### src/rtl/traffic_lamp_driver.sv
// Lamp and pedestrian-countdown driver for one traffic path.
// Samples the traffic FSM's car/walk codes, drives the physical lamps two
// clocks later, runs a BCD walk countdown with 7-segment encoding, and latches
// a flashing-red fail-safe after a run of illegal codes.
module traffic_lamp_driver #(
  parameter int unsigned WALK_SEC   = 20,
  parameter int unsigned FAULT_FILT = 3,
  parameter int unsigned BLINK_DIV  = 4
) (
  input  logic       clk,
  input  logic       rstn,
  input  logic       sec_tick,
  input  logic [3:0] car_traffic,
  input  logic [1:0] walk_traffic,
  output logic       car_red,
  output logic       car_yellow,
  output logic       car_left,
  output logic       car_green,
  output logic       walk_red,
  output logic       walk_green,
  output logic       cd_valid,
  output logic [3:0] cd_tens,
  output logic [3:0] cd_ones,
  output logic [6:0] seg_tens,
  output logic [6:0] seg_ones,
  output logic       fault
);

  localparam int unsigned CAR_W   = 4;
  localparam int unsigned WALK_W  = 2;
  localparam int unsigned FCNT_W  = 4;
  localparam int unsigned BLINK_W = (BLINK_DIV > 1) ? $clog2(BLINK_DIV) : 1;

  localparam logic [CAR_W-1:0]  CAR_RED_CODE  = 4'b1000;
  localparam logic [WALK_W-1:0] WALK_RED_CODE = 2'b10;
  localparam logic [WALK_W-1:0] WALK_BAD_CODE = 2'b11;
  localparam logic [FCNT_W-1:0] FCNT_MAX      = '1;
  localparam logic [BLINK_W-1:0] BLINK_LAST   = BLINK_W'(BLINK_DIV - 1);
  localparam logic [3:0]        LOAD_TENS     = 4'((WALK_SEC / 10) % 10);
  localparam logic [3:0]        LOAD_ONES     = 4'(WALK_SEC % 10);
  localparam logic [6:0]        SEG_BLANK     = 7'h7F;

  // Stage-1 sample registers
  logic [CAR_W-1:0]   car_q;
  logic [WALK_W-1:0]  walk_q;
  logic [WALK_W-1:0]  walk_prev;

  // Fault filter and blink state
  logic [FCNT_W-1:0]  flt_cnt;
  logic [FCNT_W-1:0]  flt_cnt_nxt;
  logic               fault_nxt;
  logic               car_onehot;
  logic               sample_legal;
  logic [BLINK_W-1:0] blink_cnt;
  logic [BLINK_W-1:0] blink_cnt_nxt;
  logic               blink_ph;
  logic               blink_ph_nxt;

  // Stage-2 next values
  logic       car_red_nxt;
  logic       car_yellow_nxt;
  logic       car_left_nxt;
  logic       car_green_nxt;
  logic       walk_red_nxt;
  logic       walk_green_nxt;
  logic       cd_valid_nxt;
  logic [3:0] cd_tens_nxt;
  logic [3:0] cd_ones_nxt;
  logic       load_evt;

  // BCD digit to active-low {g..a} segments; non-BCD values blank
  function automatic logic [6:0] seg7(input logic [3:0] d);
    logic [6:0] s;
    case (d)
      4'd0:    s = 7'h40;
      4'd1:    s = 7'h79;
      4'd2:    s = 7'h24;
      4'd3:    s = 7'h30;
      4'd4:    s = 7'h19;
      4'd5:    s = 7'h12;
      4'd6:    s = 7'h02;
      4'd7:    s = 7'h78;
      4'd8:    s = 7'h00;
      4'd9:    s = 7'h10;
      default: s = SEG_BLANK;
    endcase
    return s;
  endfunction

  // Legality of the stage-1 sample and the saturating illegal-run counter
  always_comb begin
    car_onehot   = (car_q != '0) && ((car_q & (car_q - CAR_W'(1))) == '0);
    sample_legal = car_onehot && (walk_q != WALK_BAD_CODE);
    flt_cnt_nxt  = flt_cnt;
    if (sample_legal) begin
      flt_cnt_nxt = '0;
    end else if (flt_cnt != FCNT_MAX) begin
      flt_cnt_nxt = flt_cnt + FCNT_W'(1);
    end
    fault_nxt = fault | (32'(flt_cnt_nxt) >= FAULT_FILT);
  end

  // Blink phase divider, running only while the fault is latched
  always_comb begin
    blink_cnt_nxt = '0;
    blink_ph_nxt  = 1'b0;
    if (fault) begin
      if (blink_cnt == BLINK_LAST) begin
        blink_cnt_nxt = '0;
        blink_ph_nxt  = ~blink_ph;
      end else begin
        blink_cnt_nxt = blink_cnt + BLINK_W'(1);
        blink_ph_nxt  = blink_ph;
      end
    end
  end

  // Lamp decode: follow the sampled codes, or flash red in fault mode
  always_comb begin
    car_red_nxt    = car_q[3];
    car_yellow_nxt = car_q[2];
    car_left_nxt   = car_q[1];
    car_green_nxt  = car_q[0];
    walk_red_nxt   = walk_q[1];
    walk_green_nxt = walk_q[0];
    if (fault) begin
      car_red_nxt    = blink_ph;
      car_yellow_nxt = 1'b0;
      car_left_nxt   = 1'b0;
      car_green_nxt  = 1'b0;
      walk_red_nxt   = 1'b0;
      walk_green_nxt = 1'b0;
    end
  end

  // Countdown: clear on walk red or fault, load on leaving red, else BCD tick down
  always_comb begin
    cd_valid_nxt = cd_valid;
    cd_tens_nxt  = cd_tens;
    cd_ones_nxt  = cd_ones;
    load_evt     = (walk_prev == WALK_RED_CODE) && (walk_q != WALK_RED_CODE);
    if (fault || (walk_q == WALK_RED_CODE)) begin
      cd_valid_nxt = 1'b0;
      cd_tens_nxt  = '0;
      cd_ones_nxt  = '0;
    end else if (load_evt) begin
      cd_valid_nxt = 1'b1;
      cd_tens_nxt  = LOAD_TENS;
      cd_ones_nxt  = LOAD_ONES;
    end else if (sec_tick && cd_valid) begin
      if (cd_ones != 4'd0) begin
        cd_ones_nxt = cd_ones - 4'd1;
      end else if (cd_tens != 4'd0) begin
        cd_tens_nxt = cd_tens - 4'd1;
        cd_ones_nxt = 4'd9;
      end
    end
  end

  // Segment outputs; tens digit suppressed when zero
  always_comb begin
    seg_tens = SEG_BLANK;
    seg_ones = SEG_BLANK;
    if (cd_valid) begin
      seg_ones = seg7(cd_ones);
      if (cd_tens != 4'd0) begin
        seg_tens = seg7(cd_tens);
      end
    end
  end

  // Sample, filter, blink, lamp and countdown registers
  always_ff @(posedge clk) begin
    if (!rstn) begin
      car_q      <= CAR_RED_CODE;
      walk_q     <= WALK_RED_CODE;
      walk_prev  <= WALK_RED_CODE;
      flt_cnt    <= '0;
      fault      <= 1'b0;
      blink_cnt  <= '0;
      blink_ph   <= 1'b0;
      car_red    <= 1'b0;
      car_yellow <= 1'b0;
      car_left   <= 1'b0;
      car_green  <= 1'b0;
      walk_red   <= 1'b0;
      walk_green <= 1'b0;
      cd_valid   <= 1'b0;
      cd_tens    <= '0;
      cd_ones    <= '0;
    end else begin
      car_q      <= car_traffic;
      walk_q     <= walk_traffic;
      walk_prev  <= walk_q;
      flt_cnt    <= flt_cnt_nxt;
      fault      <= fault_nxt;
      blink_cnt  <= blink_cnt_nxt;
      blink_ph   <= blink_ph_nxt;
      car_red    <= car_red_nxt;
      car_yellow <= car_yellow_nxt;
      car_left   <= car_left_nxt;
      car_green  <= car_green_nxt;
      walk_red   <= walk_red_nxt;
      walk_green <= walk_green_nxt;
      cd_valid   <= cd_valid_nxt;
      cd_tens    <= cd_tens_nxt;
      cd_ones    <= cd_ones_nxt;
    end
  end

endmodule
### config.mk
export PLATFORM = sky130hd
export DESIGN_NAME = traffic_lamp_driver
export DESIGN_NICKNAME = d
export VERILOG_FILES = /design/src/rtl/traffic_lamp_driver.sv
export SDC_FILE = /design/constraint.sdc
export NUM_CORES = 1
export LEC_CHECK = 0
export CORE_MARGIN = 2
export CORE_UTILIZATION = 50
export DETAILED_ROUTE_END_ITERATION = 10
export PLACE_DENSITY = 0.79
export SKIP_LAST_GASP = 1
export SLEW_MARGIN = 20
export SYNTH_ARGS = -nofsm -noshare
export SYNTH_HDL_FRONTEND = slang
export SYNTH_SLANG_ARGS = --single-unit
export TNS_END_PERCENT = 30
### constraint.sdc
create_clock -name clk -period 3.2 [get_ports clk]
set_clock_uncertainty 0.15 [all_clocks]
set_input_delay 0.32 -clock clk [delete_from_list [all_inputs] [get_ports clk]]
set_output_delay 0.32 -clock clk [all_outputs]
set_load 0.02 [all_outputs]
== Word level (Yosys, flattened, before mapping) ==
Memories as Yosys holds them, arrays and structs flattened. A register that Yosys moved wholly into a read port is not among the register bits.
Cells that the tools add are included.

* Shifts and indexed selects: 0
* Add/sub/neg operators: 5
* Reductions and logical operators: 20
* Multiply operators: 0
* Divide/modulo/power cells: 0
* Multiplexer cells: 14
* Bitwise operators: 6
* Magnitude comparators: 1
* Equal/unequal tests: 7

{| class="wikitable"
|+ Operator list
! kind !! number
|-
| $mux W4 || 6
|-
| $mux W7 || 3
|-
| $reduce_bool A4 Y1 || 3
|-
| $sub A4 B1 Y4 const B || 3
|-
| $mux W2 || 4
|-
| $eq A2 B2 Y1 const B || 3
|-
| $ne A2 B2 Y1 const B || 3
|-
| $reduce_and A3 Y1 || 2
|-
| $reduce_bool A2 Y1 || 3
|-
| $reduce_or A3 Y1 || 2
|-
| $add A4 B1 Y4 const B || 1
|-
| $and A4 B4 Y4 || 1
|-
| $ge A4 B2 Y1 const B || 1
|-
| $logic_and A1 B1 Y1 || 4
|-
| $logic_not A4 Y1 || 1
|-
| $ne A4 B4 Y1 const B || 1
|-
| $not A1 Y1 || 4
|-
| $reduce_and A2 Y1 || 2
|-
| $reduce_or A2 Y1 || 2
|-
| $add A2 B1 Y2 const B || 1
|-
| $logic_or A1 B1 Y1 || 1
|-
| $mux W1 || 1
|-
| $or A1 B1 Y1 || 1
|}

* Register bits after elaboration: 31
* Output and inout bits: 30
* Latch bits: 0
* RAM bits: 0
* Input port bits: 9
* Memories kept: 2
* Memory bits (read-only): 224

{| class="wikitable"
|+ Memory list
! memory !! depth !! width !! read ports !! clocked after Yosys merged registers in !! wr ports !! line !! source
|-
| (no name shown) || 16 || 7 || 1 || 1 || 0 || 74 || <nowiki>case (d)</nowiki>
|-
| (no name shown) || 16 || 7 || 1 || 0 || 0 || 74 ||
|}

== Longest topological paths before layout ==
Gate-level depths: netlist of run 1.

* Word-level depth: 8
* Depth in mapped cells: 9
* Gate-level depth less buffers: 9

== Worst setup path after synthesis of run 1 ==
No wires, ideal clock.

* Path type: register -> register
* Start point: register cd_tens[0]
* End point: register with a tool-made name
* Slack: 0.796 ns
* Data arrival time: 2.113 ns
* Required time: 2.909 ns
* Buffers on the path: 0
* Stages on the path, launching flop included: 10
* Cells stage by stage: dfxtp_1 > inv_1 > ha_1 > nor3b_1 > a21oi_1 > o21ai_0 > inv_1 > ha_1 > a2111oi_4 > a311oi_1

{| class="wikitable"
|+ RTL lines
! item !! line !! source
|-
| from (decl) || 22 || <nowiki>output logic [3:0] cd_tens,</nowiki>
|-
| from (signal assigned) || 206 || <nowiki>cd_tens <= cd_tens_nxt;</nowiki>
|}

== Final worst setup path of run 1 ==
* Start point: register cd_tens[0]
* End point: output port seg_tens[4]

* Word-level cells in the longest chain between the ends: 3
* Elaborated cells on any way between the ends: 4
* Classes of those cells: mux (2); reduce/logical (1); memory (1)

{| class="wikitable"
|+ Ends and longest elaborated chain
! item !! line !! source
|-
| $mem_v2 Z16 W7 or $reduce_bool A4 Y1 (tied branches) || n/a ||
|-
| $mux W7 (*) || 166 || <nowiki>if (cd_tens != 4'd0) begin</nowiki>
|-
| $mux W7 (*) || 164 || <nowiki>if (cd_valid) begin</nowiki>
|-
| to (decl) || 24 || <nowiki>output logic [6:0] seg_tens,</nowiki>
|}

Every way passes the cells marked *; elsewhere a longest branch is shown, timed or not.

==> results of run 1 <==
[routing by layer]
layer,track usage [%],vias up
li1,-,778
met1,20.76,680
met2,31.96,37
met3,3.819,6
met4,7.181,0
met5,0,-
[final timing paths]
| check | from | endpoint | cells past startpoint |
|---|---|---|---|
| hold reg to reg | blink_cnt[0]$_SDFF_PP0_ | blink_cnt[0]$_SDFF_PP0_ | 1 |
| setup / recovery | cd_tens[0]$_SDFFE_PP0P_ | seg_tens[4] | 5 |
| setup reg to reg | cd_tens[0]$_SDFFE_PP0P_ | flop | 9 |
| hold / removal | blink_cnt[0]$_SDFF_PP0_ | blink_cnt[0]$_SDFF_PP0_ | 1 |
[cell type report]
cell class	instances	area, um2	share of cell area [%]
Multi-Input combinational cell	144	1012	42.74
Sequential cell	38	760.7	32.12
Timing Repair Buffer	40	395.4	16.69
Clock buffer	6	82.58	3.487
Tap cell	48	60.06	2.536
Inverter	12	45.04	1.902
Clock inverter	2	12.51	0.5283
[critical path, cell delays in order, from the launching register on]
cell and delay [ps]:
dfxtp_1 360, inv_1 130, ha_1 270, or3b_2 530, o2111ai_1 120, clkdlybuf4s50_1 630
[report_power, final]
group	switching, W	leakage [nW]	internal (W)	total (W)
logic	0.0000665	0.552	0.0000692	0.000136
registers	0.0000138	0.310	0.000491	0.000505
clock network	0.000161	0.0472	0.000173	0.000334
total	0.000241	0.910	0.000733	0.000975
[kinds of logic (layout without fill, tap and decap cells)]
logic type | after synthesis | count (layout) | synth area share, %
XOR/XNOR | 5 | 5 | 2.370
buffers and inverters | 19 | 60 | 4.062
adder cells (fa/ha/maj) | 12 | 12 | 8.124
AND/OR/NAND/NOR | 79 | 79 | 24.65
AO/OA/AOI/OAI | 43 | 43 | 15.91
flip-flops | 38 | 38 | 41.16
multiplexers | 5 | 5 | 3.723
[cells in the mapped netlist (2+ instances only)]
master / n / area, um2
a211oi_1: 4 / 30.03
a21oi_1: 11 / 55.05
a311oi_1: 3 / 26.28
a31oi_1: 3 / 18.77
and2_1: 13 / 81.33
buf_2: 3 / 15.01
clkbuf_1: 4 / 15.01
dfxtp_1: 38 / 760.7
ha_1: 12 / 150.1
inv_1: 12 / 45.04
mux2i_1: 2 / 20.02
nand2_1: 12 / 45.04
nand2b_1: 13 / 81.33
nand3_1: 6 / 30.03
nand3b_1: 3 / 22.52
nor2_1: 11 / 41.29
nor2b_1: 4 / 25.02
nor3_1: 4 / 20.02
nor3b_1: 2 / 15.01
o21a_1: 2 / 15.01
o21ai_0: 10 / 50.05
or3_1: 2 / 12.51
xnor2_1: 3 / 26.28
xor2_1: 2 / 17.52
[layout by cell type (no fill, tap or decap), types with 6 or more instances in the layout]
cell type	count
nand2_1	12
clkbuf_8	6
dfxtp_1	38
ha_1	12
and2_1	13
a21oi_1	11
inv_1	12
o21ai_0	10
nor2_1	11
nand3_1	6
clkdlybuf4s50_1	38
nand2b_1	13
[through the flow]
stage,total power (W),utilization (%),hold WS [ps],instance area [um2]
finish,0.0009747,65.68,273.9,2369
global route,0.001023,65.68,286.8,2369
CTS,0.0009873,65.68,277.4,2369
detailed placement,0.0006528,63.05,266.6,2273
global placement,0.0006509,63.05,264.2,2273
floorplan,0.0005945,-,243.0,1848
==> reports/qor.txt, run 1 <==
clk buf depth = 2
Initial Util = 51.25%
Area growth syn-to-layout = 28.17%
Worst EP arrival = 2310 ps
RSZ-0062 raised after global routing = no
CP max FO = 6
number of global-route vias before repair = 1,412
register clock-pin slew on the reported worst setup and hold paths = 70 ps
CTS tree = built
max layer used = met4
met1 WL = 1565 um
R2R setup slack = 550 ps
Met2 Routed Length = 1574 um
Inserted Clock Buffers = 5
HP Class = flop to flop
I/O Buffers = 38
chip height = 64.80 um
Placed Instances = 282
pre-CTS setup slack = 439.8 ps
Filler cells = 308
core footprint = 3606 um2
post-CTS setup buffer count = 0
endpoints failing setup = 0
Std-Cell Rows = 22
final hold violation count = 0
synthesized flop and latch total = 38
die width = 64.80 um
Clock Latency Late Sink = 290 ps
Hold Buf Count CTS = 0
RePlAce Congestion = 0.8101
layout net count = 262
die footprint = 4198 um2
ANT nets after route = 0
final-report max-slew violation count = 0
Max Cap Viol = 0
setup ws final = 415.5 ps
DR WL/cell = 11.54 um
Final Cycle Share = 87.01%
final WL = 3348 um
drc violations = 0
met3 routed WL = 155 um
CTS H-Tree Depth = 2
grt total ovfl = 0
Max-slew headroom = 62.02%
Via density = 5.176
Synth Net Count = 222
yosys warns = 0
Synth Flop Type = dfxtp_1
Fmax = 0.3591 GHz
initial antenna violation count = 0
Clock Sinks = 38
power per cell area = 411.5 nW/um2
GRT Resource Usage Total = 17.94%
Post-Syn Area per Cell = 9.194 um2
CP required = 2730 ps
Setup Total Neg Slack = 0 ps
kind of critical path = flop to output port
largest net degree at the start of global routing = 16
Ant. Diodes = 0
final non-filler cell total = 290
register area share after synthesis = 41.16%
peak supply drop = 0.4714 mV
ys async rst share = 0%
status = complete, no violations
Cells after Synth = 201
Critical Path Sink Type = output port
Least-Margin Pin Slew = 565.9 ps
post-CTS sizing = 0
Post-DP HPWL = 2547 um
LEAKAGE = 0.9098 nW
Netlist cell types = 46
post-route minimum period = 2784 ps
Post-synth EDFFs = 0
Setup crit start kind = flop
drt first pass iters = 4
Via Count = 1,501
DRT iter0 DRCs = 92
cell area after synthesis = 1848 um2
first-pass GRT wire length = 5934 um
I/O pin total = 39
Root Driver = clkbuf_8
share of cells above drive strength 1 = 8.264%
Note: power is estimated with default switching activity, not from simulation.
==> run 2, diff against run 1 <==
==> constraint.sdc (replaced) <==
create_clock -name clk -period 2.7 [get_ports clk]
set_clock_uncertainty 0.15 [all_clocks]
set_input_delay 0.27 -clock clk [delete_from_list [all_inputs] [get_ports clk]]
set_output_delay 0.27 -clock clk [all_outputs]
set_load 0.02 [all_outputs]
==> reports/qor.txt, run 2 (synthesized netlist as in run 1, its figures left out) <==
CTS H-Tree Depth = 2
Std-Cell Rows = 22
Root Driver = clkbuf_8
final non-filler cell total = 294
Worst Hold Depth = 1
Inserted Clock Buffers = 5
DRT iter0 DRCs = 123
total chip power = 0.001229 W
final-report max-slew violation count = 0
RePlAce Congestion = 0.8400
Setup Total Neg Slack = 0 ps
Worst EP arrival = 2100 ps
first-pass GRT wire length = 5775 um
WHS Endpoint = blink_cnt[0]$_SDFF_PP0_
Fmax = 0.3964 GHz
Post-DP HPWL = 2510 um
Placed Instances = 286
die width = 64.80 um
most frequent cells in the layout = dfxtp_1 (38), clkdlybuf4s50_1 (37), and2_1 (13), nand2b_1 (13)
Final Cycle Share = 93.44%
share of cells above drive strength 1 = 9.756%
layout net count = 266
Max-slew headroom = 61.74%
kind of critical path = flop to output port
initial antenna violation count = 0
GRT Resource Usage Total = 17.74%
RSZ-0062 raised after global routing = no
post-route core utilization = 66.86%
cell-by-cell trace of the critical path = inv_1 > ha_1 > a21oi_1 > o21a_1 > o21ai_0 > clkdlybuf4s50_1
final WL = 3422 um
drt first pass iters = 4
I/O Buffers = 38
DR WL/cell = 11.64 um
largest net degree at the start of global routing = 16
chip height = 64.80 um
CP required = 2280 ps
Via density = 5.207
post-CTS setup buffer count = 0
final hold violation count = 0
Clock Latency Late Sink = 290 ps
LEAKAGE = 0.9371 nW
HP Class = flop to flop
Least-Margin Pin Slew = 570.0 ps
ANT nets after route = 0
status = complete, no violations
Via Count = 1,531
Critical Path Max Stage Delay = 550 ps
post-route minimum period = 2523 ps
most common cell after layout, fill and taps aside = dfxtp_1
power per cell area = 509.7 nW/um2
worst hold start = blink_cnt[0]$_SDFF_PP0_
Area growth syn-to-layout = 30.47%
drc violations = 0
Ant. Diodes = 0
Setup crit start kind = flop
Clock Sinks = 38
core footprint = 3606 um2
clk buf depth = 2
I/O pin total = 39
die footprint = 4198 um2
R2R setup slack = 240 ps
Reg2Reg Depth = 10
RR Startpoint = cd_tens[0]$_SDFFE_PP0P_
grt total ovfl = 0
Filler cells = 311
number of global-route vias before repair = 1,334
CTS tree = built
Critical Path Slowest Stage Cell = clkdlybuf4s50_1
endpoints failing setup = 0
peak supply drop = 0.4209 mV
Critical Path Sink Type = output port
register clock-pin slew on the reported worst setup and hold paths = 70 ps
Max Cap Viol = 0
Initial Util = 51.25%
CP max FO = 6
## run 2: cell types whose count changed in the layout (fill, tap and decap cells not counted), sizes merged
cell           change
dlygate4sd2        +1
buf                +4
clkdlybuf4s50      -1
clkinv             +1
bufinv             +1
clkinvlp           -1
clkbuf             -1
## run 2: worst max-delay path, delay by kind of cell, from the launching register on
family	cells	cell delay, ps
buffers and inverters	2	670
AO/OA/AOI/OAI	3	460
flip-flops	1	420
adder cells (fa/ha/maj)	1	280
## run 2: how the worst max path moves through the flow
stage,start,slack (ps),endpoint,cells past startpoint
2_1_floorplan,cd_tens[0]$_SDFFE_PP0P_,300,flop,9
3_3_place_gp,sec_tick,280,flop,8
3_5_place_dp,sec_tick,190,flop,8
4_1_cts,cd_tens[0]$_SDFFE_PP0P_,160,seg_tens[3],6
5_1_grt,cd_tens[0]$_SDFFE_PP0P_,2,seg_tens[3],6
6_report,cd_tens[0]$_SDFFE_PP0P_,180,seg_tens[3],6
## run 2: layout make-up
type | instances | area (um2) | area share [%]
clock buffers | 5 | 68.82 | 2.854
well taps | 48 | 60.06 | 2.491
flip-flops and latches | 38 | 760.7 | 31.55
multi-input cells | 144 | 1012 | 41.98
clock inverters | 3 | 40.04 | 1.661
inverters | 12 | 45.04 | 1.868
repair buffers | 44 | 424.2 | 17.59
## run 2: routing by layer
layer / track usage [%] / share of wire [%] / wire (um) / vias to the layer above
met5: 0 / 0 / 0 / -
met4: 7.181 / 1.5 / 53 / 0
met3: 5.729 / 6.4 / 220 / 7
met2: 30.67 / 47 / 1595 / 46
met1: 20.07 / 45 / 1553 / 695
li1: - / - / - / 783
## run 2: report_power, final
part           internal, W  switching (W)
Sequential        0.000582      0.0000164
Combinational    0.0000838      0.0000798
Clock             0.000272       0.000195
Total             0.000938       0.000291
## run 2: what timing repair did
action | CTS | global route
gates resized for setup | 1 | 0
hold buffers | 0 | 0
setup endpoints to repair | 1 | 0
## run 2: through the flow
stage	hold slack, ps	instance area [um2]	setup WS [ps]
CTS	284.3	2411	159.0
detailed placement	274.4	2303	188.9
finish	278.7	2411	177.1
floorplan	193.0	1848	295.9
global placement	264.6	2303	277.2
global route	298.4	2411	1.984
